**src/rtl/dualram_fifo_ctrl.sv**
```systemverilog
// FWFT FIFO controller around an external 64-entry simple dual-port RAM
// with a registered read port, plus a 2-entry output skid buffer.
module dualram_fifo_ctrl #(
    parameter int DATA_WIDTH = 32,
    parameter int ADDR_WIDTH = 6
) (
    input  logic                  clk,
    input  logic                  rst,
    input  logic                  flush,
    input  logic                  wr_valid,
    output logic                  wr_ready,
    input  logic [DATA_WIDTH-1:0] wr_data,
    output logic                  rd_valid,
    input  logic                  rd_ready,
    output logic [DATA_WIDTH-1:0] rd_data,
    output logic [6:0]            level,
    output logic                  ram_ena,
    output logic                  ram_wea,
    output logic [ADDR_WIDTH-1:0] ram_addra,
    output logic [DATA_WIDTH-1:0] ram_dina,
    output logic                  ram_enb,
    output logic [ADDR_WIDTH-1:0] ram_addrb,
    input  logic [DATA_WIDTH-1:0] ram_doutb
);

    logic [ADDR_WIDTH-1:0] wr_ptr;
    logic [ADDR_WIDTH-1:0] rd_ptr;
    logic [6:0]            ram_cnt;
    logic                  inflight;
    logic [1:0]            skid_cnt;
    logic [DATA_WIDTH-1:0] skid0;
    logic [DATA_WIDTH-1:0] skid1;

    logic       push;
    logic       pop;
    logic       issue;
    logic [6:0] ram_cnt_nxt;
    logic [1:0] skid_cnt_nxt;

    assign wr_ready = !rst && (ram_cnt != 7'd64);
    assign rd_valid = (skid_cnt != 2'd0);
    assign rd_data  = skid0;

    assign push  = wr_valid && wr_ready && !flush;
    assign pop   = rd_valid && rd_ready && !flush;
    // Skid slots plus the pending read never exceed two; a pop frees one slot.
    assign issue = !flush && (ram_cnt != 7'd0) &&
                   (((skid_cnt + 2'(inflight)) < 2'd2) || pop);

    assign ram_ena   = push;
    assign ram_wea   = push;
    assign ram_addra = wr_ptr;
    assign ram_dina  = wr_data;
    assign ram_enb   = issue;
    assign ram_addrb = rd_ptr;

    always_comb begin
        ram_cnt_nxt  = ram_cnt;
        skid_cnt_nxt = skid_cnt;
        case ({push, issue})
            2'b10:   ram_cnt_nxt = ram_cnt + 7'd1;
            2'b01:   ram_cnt_nxt = ram_cnt - 7'd1;
            default: ram_cnt_nxt = ram_cnt;
        endcase
        case ({pop, inflight})
            2'b10:   skid_cnt_nxt = skid_cnt - 2'd1;
            2'b01:   skid_cnt_nxt = skid_cnt + 2'd1;
            default: skid_cnt_nxt = skid_cnt;
        endcase
    end

    always_ff @(posedge clk or posedge rst) begin
        if (rst) begin
            wr_ptr   <= '0;
            rd_ptr   <= '0;
            ram_cnt  <= '0;
            inflight <= 1'b0;
            skid_cnt <= '0;
            skid0    <= '0;
            skid1    <= '0;
            level    <= '0;
        end else if (flush) begin
            wr_ptr   <= '0;
            rd_ptr   <= '0;
            ram_cnt  <= '0;
            inflight <= 1'b0;
            skid_cnt <= '0;
            level    <= '0;
        end else begin
            if (push)
                wr_ptr <= wr_ptr + 1'b1;
            if (issue)
                rd_ptr <= rd_ptr + 1'b1;
            ram_cnt  <= ram_cnt_nxt;
            inflight <= issue;
            skid_cnt <= skid_cnt_nxt;
            level    <= ram_cnt_nxt + 7'(issue) + 7'(skid_cnt_nxt);
            // skid0 is always the oldest word; the RAM result lands behind it.
            case ({pop, inflight})
                2'b10: skid0 <= skid1;
                2'b01: begin
                    if (skid_cnt == 2'd0)
                        skid0 <= ram_doutb;
                    else
                        skid1 <= ram_doutb;
                end
                2'b11: begin
                    if (skid_cnt == 2'd1) begin
                        skid0 <= ram_doutb;
                    end else begin
                        skid0 <= skid1;
                        skid1 <= ram_doutb;
                    end
                end
                default: ;
            endcase
        end
    end

endmodule

```
**config.mk**
```make
export PLATFORM = sky130hd
export DESIGN_NAME = dualram_fifo_ctrl
export DESIGN_NICKNAME = d
export VERILOG_FILES = /design/src/rtl/dualram_fifo_ctrl.sv
export SDC_FILE = /design/constraint.sdc
export NUM_CORES = 1
export LEC_CHECK = 0
export ABC_CLOCK_PERIOD_IN_PS = 11700
export BUFFER_PORTS_ARGS = -buffer_cell sky130_fd_sc_hd__clkbuf_2
export CAP_MARGIN = 20
export CORE_UTILIZATION = 55
export DETAILED_ROUTE_END_ITERATION = 8
export PLACE_DENSITY = 0.86
export RECOVER_POWER = 50
export SYNTH_ARGS = -nofsm -noshare
export SYNTH_HDL_FRONTEND = slang
export SYNTH_SLANG_ARGS = --single-unit
```
**constraint.sdc**
```tcl
create_clock -name clk -period 11.7 [get_ports clk]
set_clock_uncertainty 0.15 [all_clocks]
set_input_delay 1.17 -clock clk [delete_from_list [all_inputs] [get_ports clk]]
set_output_delay 1.17 -clock clk [all_outputs]
set_load 0.05 [all_outputs]
```
==> Word level (Yosys, flattened, before mapping) <==
Index checks and enable logic that the tools add are counted.
{ "totals": {"regBits": 93, "inputBits": 69, "out_inout_bits": 88, "word_cells": 64} }
{ "op_classes": {"addsub": 9, "order_cmp": 1, "eq_ne": 10, "muxes": 16, "bitwise": 1, "n_reduce_logical": 19} }
{ "ops": {"columns": ["cell", "n"], "rows": [
  ["2-to-1 mux 32 bit", 4],
  ["case mux 32 bit (3 select lines)", 1],
  ["case mux 32 bit (2 select lines)", 1],
  ["2-to-1 mux 6 bit", 4],
  ["2-to-1 mux 7 bit", 2],
  ["case mux 7 bit (2 select lines)", 1],
  ["adder 6 x 1 -> 6 bit (second input constant)", 2],
  ["nonzero test 2 bit", 4],
  ["adder 7 x 1 -> 7 bit", 1],
  ["adder 7 x 1 -> 7 bit (second input constant)", 1],
  ["adder 7 x 2 -> 7 bit", 1],
  ["logical AND 1 bit", 7],
  ["!= test 7 bit (second input constant)", 1],
  ["nonzero test 7 bit", 1],
  ["subtractor 7 x 1 -> 7 bit (second input constant)", 1],
  ["equality test 2 x 1 -> 1 bit (second input constant)", 3],
  ["equality test 2 bit (second input constant)", 3],
  ["!= test 2 bit (second input constant)", 3],
  ["case mux 2 bit (2 select lines)", 1],
  ["AND reduction 4 bit", 1],
  ["AND reduction 3 bit", 1],
  ["nonzero test 3 bit", 1],
  ["adder 2 x 1 -> 2 bit", 1],
  ["adder 2 x 1 -> 2 bit (second input constant)", 1],
  ["8 further kinds", 9]
]} }

==> Depth between registers and ports, before layout <==
Gate-level depths: netlist of run 1.
{ "logic_depth": {"ltp_word": 10, "mapped_depth": 15, "mapped_depth_nobuf": 15} }

==> Worst setup path before layout of run 1 <==
No wires, ideal clock.
{ "synth_path": {"path_type": "in2reg", "from": "input rst", "to": "register level[6]", "setup_ps": 132, "t_arrival_ps": 6351, "required_time_ps": 11418, "setup_slack_ps": 5067, "path_stages": 15, "n_path_buf": 3, "cell_sequence": "inv_1 o41a_1 and2_1 buf_6 nand2b_1 ha_1 clkbuf_1 buf_2 xnor2_1 fa_1 fa_1 nor4b_1 nand4_1 xnor2_1 nor2_1"} }
{ "synth_between": {"elab_chain_cells": 9, "word_cells_on_any_way": 10, "cone_classes": "add/sub: 2; eq/ne: 2; mux: 2; reduce/logical: 4"} }
{ "synth_rtl": {"columns": ["element", "line_no", "text"], "rows": [
  ["start: declaration", "8", "input logic rst,"],
  ["logical NOT 1 bit (no source line) *", null, null],
  ["logical AND 1 bit *", "40", "assign wr_ready = !rst && (ram_cnt != 7'd64);"],
  ["via wr_ready", "11", "output logic wr_ready,"],
  ["logical AND 1 bit * (2 in series)", "44", "assign push = wr_valid && wr_ready && !flush;"],
  ["equality test 2 x 1 -> 1 bit or equality test 2 bit (tied branches)", "60", "case ({push, issue})"],
  ["case mux 7 bit (2 select lines) *", "60", null],
  ["adder 7 x 1 -> 7 bit *", "97", "level <= ram_cnt_nxt + 7'(issue) + 7'(skid_cnt_nxt);"],
  ["adder 7 x 2 -> 7 bit *", "97", null],
  ["2-to-1 mux 7 bit *", "82", "end else if (flush) begin"],
  ["end signal: assignment", "97", null],
  ["end: declaration", "16", "output logic [6:0] level,"]
]} }
Mark *: on every way through the listed nets, which the timed path passes. The rest lies on a longest branch.
A chain may end at the register's enable or synchronous reset.

==> Worst setup path after layout of run 1 <==
{ "layout_path": {"from": "input rst", "to": "register level[6]"} }
{ "layout_between": {"elab_chain_cells": 9, "word_cells_on_any_way": 10, "cone_classes": "add/sub: 2; eq/ne: 2; mux: 2; reduce/logical: 4"} }
{ "layout_rtl": {"columns": ["element", "line_no"], "rows": [
  ["logical NOT 1 bit (no source line) *", null],
  ["logical AND 1 bit *", "40"],
  ["logical AND 1 bit * (2 in series)", "44"],
  ["equality test 2 x 1 -> 1 bit or equality test 2 bit (tied branches)", "60"],
  ["case mux 7 bit (2 select lines) *", "60"],
  ["adder 7 x 1 -> 7 bit *", "97"],
  ["adder 7 x 2 -> 7 bit *", "97"],
  ["2-to-1 mux 7 bit *", "82"]
]} }
Every way passes the cells marked *; elsewhere a longest branch is shown, timed or not.

==> metrics.txt, run 1 <==
Hold Vio Cnt, Final=0; Die Wd=93.8 um; drt via density=between 5 and 6; status=finished with violations; Met3 Wirelength=548 um; # port buffers=92; Site Rows=33; CTS Hold Bufs=0; flop and latch count out of synthesis=between 90 and 100; htree depth=3; Non-Filler Instances=590; crit path time final=between 5 and 6 ns; Yosys cell types=46; Max VDD drop=around 100 uV; GRT overflow=0; CTS tree=built; average wire per standard cell=16.0 um; # IOs=roughly 160; Die ar.=8800 um^2; sequential element share of the synthesized area=50.2%; post-CTS resize count=0; placed inst area=4940 um^2; final core utilization=62.2%; slew at the pin closest to its max-slew limit=2.48 ns; fillers=675; Power Density=306 nW/um^2; Num CTS Buffers=9; drt drc=0; global-route wire length before repair=15100 um; design area=around 5000 um^2; violated checks=capacitance limit, slew limit; critical path class=in -> reg; Worst-path clk slew=0.08 ns; vias in the first global route=3241; remaining antenna violation count=0; Setup WS pre-CTS=6.55 ns; drt first pass iters=5; fmax=around 170 MHz; Final Max Slew Viols=97; critical path capture point type=register; WL met1=between 4000 and 5000 um; Worst Path Max Fanout=47; Max-slew headroom=-65.5%; Netlist Area Pre-Place=4640 um^2; slack of the critical path=5.79 ns; DR WL met2=4460 um; initial core utilization=between 50% and 60%; clk root buf=clkbuf_8; Initial DRC Count=about 150; hpwl dp=about 6400 um; n_diodes=0; RSZ-0062 raised after global routing=false; Sink Count=93; crit path DAT=5.97 ns; Leak=0.00233 uW; HP Class=reg -> reg; GPL Wtd Cong=0.839; total track usage=22.2%; post-CTS setup repair buffer count=0; Area Overhead vs Synth=9.61%; layout cell share with drive strength beyond 1=19.8%; setup_tns=0 ns; clk buf depth=2; height of the die=around 94 um; Final Setup Violations=0; yosys warns=0; largest net degree at the start of global routing=65; Placed Instances=between 500 and 600; Via Count=3369; Final Cycle Share=50.5%; syn nets=approximately 520; Max Used Layer=met4; Core Area=8180 um^2; clock latency on the worst-skew pair=0.35 ns; syn_area_per_cell=10.8 um^2; Final nets=568; initial antenna violation count=0; Max-Cap Viols=2; Worst Path Required=around 12 ns; Post-Syn Instances=~430; Routed WL=roughly 9400 um; Setup crit start kind=input pin
## flip-flops by register name, summed over array words and instances (netlist names)
signal,count
inflight,1
level,7
ram_addra,6
ram_addrb,6
ram_cnt,7
rd_data,32
skid1,32
skid_cnt,2
## stage by stage
step | total power, uW | hold WS (ns)
CTS | 1580 | 0.351
global route | 1650 | 0.371
finish | 1560 | 0.349
floorplan | 1200 | 0.315
global placement | 1320 | 0.325
detailed placement | 1360 | 0.333
## logic make-up after synthesis
family	Yosys count	share of synthesized area (%)
DFF	93	50.2
muxes	41	9.74
xor gates and xnor gates	16	3.02
and+or+nand+nor	106	10.9
AOI/OAI and AO/OA	91	12.8
buffers and inverters	64	8.04
adders and majority gates	18	5.34
## synthesized netlist by cell type, drive strengths merged
cell type | instances | area share, %
nor2 | 57 | 4.6
nor3b | 2 | 0.32
or3 | 2 | 0.27
nand4 | 5 | 0.67
o41a | 1 | 0.24
and2 | 1 | 0.14
xor2 | 10 | 1.9
mux2i | 8 | 1.7
mux2 | 33 | 8.0
a2111oi | 1 | 0.19
o31ai | 1 | 0.16
a221oi | 1 | 0.19
xnor2 | 6 | 1.1
a31oi | 2 | 0.27
and3 | 2 | 0.27
nand3 | 1 | 0.11
a21oi | 37 | 4.0
o41ai | 1 | 0.19
a211o | 1 | 0.19
dfrtp | 93 | 50
buf | 35 | 5.7
fa | 3 | 1.3
nand4b | 1 | 0.19
o21ai | 5 | 0.54
ha | 15 | 4.0
or4 | 1 | 0.24
o211a | 1 | 0.22
nand2b | 6 | 0.81
or3b | 1 | 0.19
a22oi | 32 | 5.2
nand2 | 14 | 1.1
nor4 | 2 | 0.27
clkbuf | 20 | 1.6
nand3b | 2 | 0.32
inv | 9 | 0.73
o21bai | 1 | 0.16
nor4b | 2 | 0.38
a21o | 2 | 0.32
nor2b | 7 | 0.94
a211oi | 5 | 0.92
## final timing paths
check	slack [ns]	start	end	cells past startpoint
setup / recovery	5.79	rst	level[6]$_DFF_PP0_	13
hold / removal	0.35	skid1[3]$_DFFE_PP0P_	skid1[3]$_DFFE_PP0P_	1
setup reg to reg	7.37	ram_cnt[0]$_DFF_PP0_	level[6]$_DFF_PP0_	12
hold reg to reg	0.35	skid1[3]$_DFFE_PP0P_	skid1[3]$_DFFE_PP0P_	1
max in group asynchronous	7.25	rst	rd_data[21]$_DFFE_PP0P_	3
min in group asynchronous	1.13	rst	ram_addrb[2]$_DFFE_PP0P_	2
## report_power, final
group / internal [uW] / switching [uW]
sequential: 456 / 77.6
clock: 110 / 108
combinational: 251 / 553
## placed cells by master, fill, tap and decap left out, types with 2 or more instances in the layout
cell / synthesis / final
clkbuf_1: 20 / 45
a22oi_1: 32 / 32
dfrtp_1: 93 / 93
ha_1: 15 / 15
nor4b_1: 2 / 2
and3_1: 2 / 2
mux2_2: 25 / 25
clkbuf_2: 0 / 48
xnor2_1: 6 / 6
nor2_1: 57 / 57
nor4_1: 2 / 2
a21oi_1: 37 / 37
a31oi_1: 2 / 2
nand2b_1: 6 / 6
o21ai_0: 2 / 2
xor2_1: 10 / 10
clkbuf_8: 0 / 11
inv_1: 7 / 6
mux2_1: 8 / 8
a21o_1: 2 / 2
or3_1: 2 / 2
inv_2: 2 / 2
fa_1: 3 / 3
nor2b_1: 7 / 7
mux2i_1: 8 / 7
nand3b_1: 2 / 2
a211oi_1: 4 / 3
buf_4: 33 / 3
o21ai_1: 3 / 3
nand2_1: 14 / 14
nand4_1: 5 / 5
nor3b_1: 2 / 2
## layout make-up
| cell class | count | area [um^2] | area share (%) |
|---|---|---|---|
| flip-flops and latches | 93 | 2330 | 45.8 |
| multi-input cells | 272 | 1960 | 38.5 |
| repair buffers | 96 | 432 | 8.50 |
| clock buffers | 12 | 155 | 3.05 |
| well taps | 105 | 131 | 2.59 |
| clock inverters | 3 | 43.8 | 0.862 |
| inverters | 9 | 35.0 | 0.689 |
## per-layer routing
| metal | track usage (%) | vias up |
|---|---|---|
| met4 | 11.2 | 0 |
| met1 | 28.8 | 1656 |
| li1 | - | 1569 |
| met3 | 4.77 | 29 |
| met5 | 0 | - |
| met2 | 35.2 | 115 |
## worst max-delay path, cell delays in order
cell and delay, ns:
buf_1 0.09, clkinvlp_2 1.48, o41a_1 0.59, and2_1 0.27, nand2b_1 0.15, ha_1 0.38
fa_1 0.49, mux2_1 0.36, fa_1 0.49, nor4b_1 0.19, nand4_1 0.13, xnor2_1 0.13
nor2_1 0.06
No activity file was read; power rests on OpenSTA's default activity.
==> run 2, diff against run 1 <==
--- a/config.mk
+++ b/config.mk
@@ -5,12 +5,12 @@
 export SDC_FILE = /design/constraint.sdc
 export NUM_CORES = 1
 export LEC_CHECK = 0
-export ABC_CLOCK_PERIOD_IN_PS = 11700
+export ABC_CLOCK_PERIOD_IN_PS = 5550
 export BUFFER_PORTS_ARGS = -buffer_cell sky130_fd_sc_hd__clkbuf_2
 export CAP_MARGIN = 20
-export CORE_UTILIZATION = 55
+export CORE_UTILIZATION = 51
 export DETAILED_ROUTE_END_ITERATION = 8
-export PLACE_DENSITY = 0.86
+export PLACE_DENSITY = 0.81
 export RECOVER_POWER = 50
 export SYNTH_ARGS = -nofsm -noshare
 export SYNTH_HDL_FRONTEND = slang
==> constraint.sdc (replaced) <==
create_clock -name clk -period 5.55 [get_ports clk]
set_clock_uncertainty 0.15 [all_clocks]
set_input_delay 0.555 -clock clk [delete_from_list [all_inputs] [get_ports clk]]
set_output_delay 0.555 -clock clk [all_outputs]
set_load 0.05 [all_outputs]
==> run 2 against run 1 <==
The run still ends with capacitance limit, slew limit left; final cell count grew 0.85%; critical path depth down 1; via count increased by 0.83%; sequential power is 110% higher; highest routed layer unchanged; non-clock buffer count is 1 higher; sequential cell count stayed put; combinational power is 110% higher; first-iteration DRC count rose by 9.3%; worst hold slack got worse by 0.074 ns; clock-buffer cell count is 3 lower.
==> metrics.txt, run 2 (same netlist as run 1, synthesis figures left out) <==
status=finished with violations (unchanged); Leak=0.00232 uW (was 0.00233 uW); average wire per standard cell=15.9 um (was 16.0 um); critical path capture point type=register (unchanged); clk root buf=clkbuf_8 (unchanged); global-route wire length before repair=16100 um (was 15100 um); violated checks=capacitance limit, slew limit (unchanged); GRT overflow=0 (unchanged); Die ar.=9480 um^2 (was 8800 um^2); initial antenna violation count=0 (unchanged); Worst Path Required=5.62 ns (was 11.76 ns); critical path class=reg -> reg (was in -> reg); Multi-input gate area=1960 um^2 (about the same); fmax=239 MHz; Via Count=3397 (was 3369); RSZ-0062 raised after global routing=false (unchanged); crit path time final=4.18 ns; Routed WL=9490 um (was 9420 um); # IOs=157 (unchanged); Final Cycle Share=75.4%; Max-slew headroom=-47.0% (was -65.5%); remaining antenna violation count=0 (unchanged); commonest cells after routing, fill and taps aside=93 x dfrtp_1, 57 x nor2_1, 48 x clkbuf_2 (unchanged); clk buf depth=2 (unchanged); layout cell share with drive strength beyond 1=20.3% (was 19.8%); final core utilization=58.0% (was 62.2%); height of the die=97.3 um (was 93.8 um); Initial DRC Count=165 (was 151); Sink Count=93 (unchanged); Final nets=569 (was 568); Final Setup Violations=0 (unchanged); total power=3250 uW (was 1560 uW); # port buffers=92 (unchanged); post-CTS resize count=0 (unchanged); drt drc=0 (unchanged); Max-Cap Viols=1 (was 2); n_diodes=0 (unchanged); fillers=771 (was 675); Die Wd=97.3 um (was 93.8 um); drt via density=5.71 (about the same); Hold Vio Cnt, Final=0 (unchanged); setup_tns=0 ns (unchanged); Max VDD drop=238 uV (was 99.9 uV); Worst Path Max Fanout=9 (was 47); storage element area=2330 um^2 (unchanged); Worst-path clk slew=0.10 ns (was 0.08 ns); CTS tree=built (unchanged); total track usage=21.1% (was 22.2%); hpwl dp=6510 um (was 6360 um); clock latency on the worst-skew pair=0.36 ns (was 0.35 ns); Power Density=639 nW/um^2 (was 306 nW/um^2); drt first pass iters=5 (unchanged); CTS Hold Bufs=0 (unchanged); Area Overhead vs Synth=9.58% (was 9.61%); GPL Wtd Cong=0.855 (was 0.839); commonest non-fill, non-tap cell in the layout=dfrtp_1 (unchanged); Core Area=8760 um^2 (was 8180 um^2); vias in the first global route=3353 (was 3241); Setup crit start kind=register (was input pin); HP Class=in -> reg (was reg -> reg); largest net degree at the start of global routing=65 (unchanged); initial core utilization=52.9% (was 56.7%); WHS=0.276 ns (was 0.349 ns); Site Rows=34 (was 33); Num CTS Buffers=9 (unchanged); Final Max Slew Viols=43 (was 97); crit path DAT=4.26 ns (was 5.97 ns); slew at the pin closest to its max-slew limit=2.21 ns (was 2.48 ns); htree depth=3 (unchanged); post-CTS setup repair buffer count=0 (unchanged)
## run 2: cell count changes in the layout (fill, tap and decap cells not counted)
cell        before  now
bufinv_16        1    0
clkbuf_8        11    9
or4_4            0    1
inv_6            1    4
buf_1            1    0
clkinv_4         0    1
inv_8            0    1
clkinvlp_4       0    1
clkbuf_1        45   46
or4_1            1    0
clkinv_2         1    0
## run 2: area by class of cell
cell class                      count  share of cell area (%)
Clock buffer                        9                    2.44
Clock inverter                      7                    1.23
Inverter                            9                   0.690
Multi-Input combinational cell    272                    38.6
Sequential cell                    93                    45.8
Tap cell                          108                    2.66
Timing Repair Buffer               97                    8.57
## run 2: critical path, stage by stage, from the launching register on
cell,delay (ns)
dfrtp_1,0.47
or4_4,0.54
o41a_1,0.34
and2_1,0.26
nand2b_1,0.15
ha_1,0.38
fa_1,0.47
mux2_1,0.35
fa_1,0.45
nor4b_1,0.17
nand4_1,0.13
xnor2_1,0.13
nor2_1,0.06
## run 2: stage by stage
stage / setup slack, ns / instances / instance area [um^2]
CTS: 1.38 / 595 / 5140
global route: 1.08 / 595 / 5080
finish: 1.37 / 595 / 5080
detailed placement: 1.33 / 579 / 4960
global placement: 1.40 / 579 / 4960
floorplan: 0.372 / 429 / 4640
## run 2: final timing paths
check | endpoint | startpoint | slack, ns | cells past startpoint
max | level[6]$_DFF_PP0_ | ram_cnt[0]$_DFF_PP0_ | 1.37 | 12
min | skid1[5]$_DFFE_PP0P_ | ram_doutb[5] | 0.28 | 2
max reg2reg | level[6]$_DFF_PP0_ | ram_cnt[0]$_DFF_PP0_ | 1.37 | 12
min reg2reg | skid1[4]$_DFFE_PP0P_ | skid1[4]$_DFFE_PP0P_ | 0.35 | 1
max in group asynchronous | skid_cnt[1]$_DFF_PP0_ | rst | 2.10 | 4
min in group asynchronous | skid1[0]$_DFFE_PP0P_ | rst | 0.92 | 3
## run 2: power breakdown
| part | internal, uW | switching (uW) | total, uW |
|---|---|---|---|
| sequential | 960 | 167 | 1130 |
| combinational | 533 | 1150 | 1690 |
| clock | 173 | 258 | 431 |
## run 2: per-layer routing
layer,wire (um),share of wire [%],track usage [%]
met2,4530,48,33.3
met3,474,5.0,4.24
met4,303,3.2,10.9
met5,0,0,0
met1,4180,44,27.7
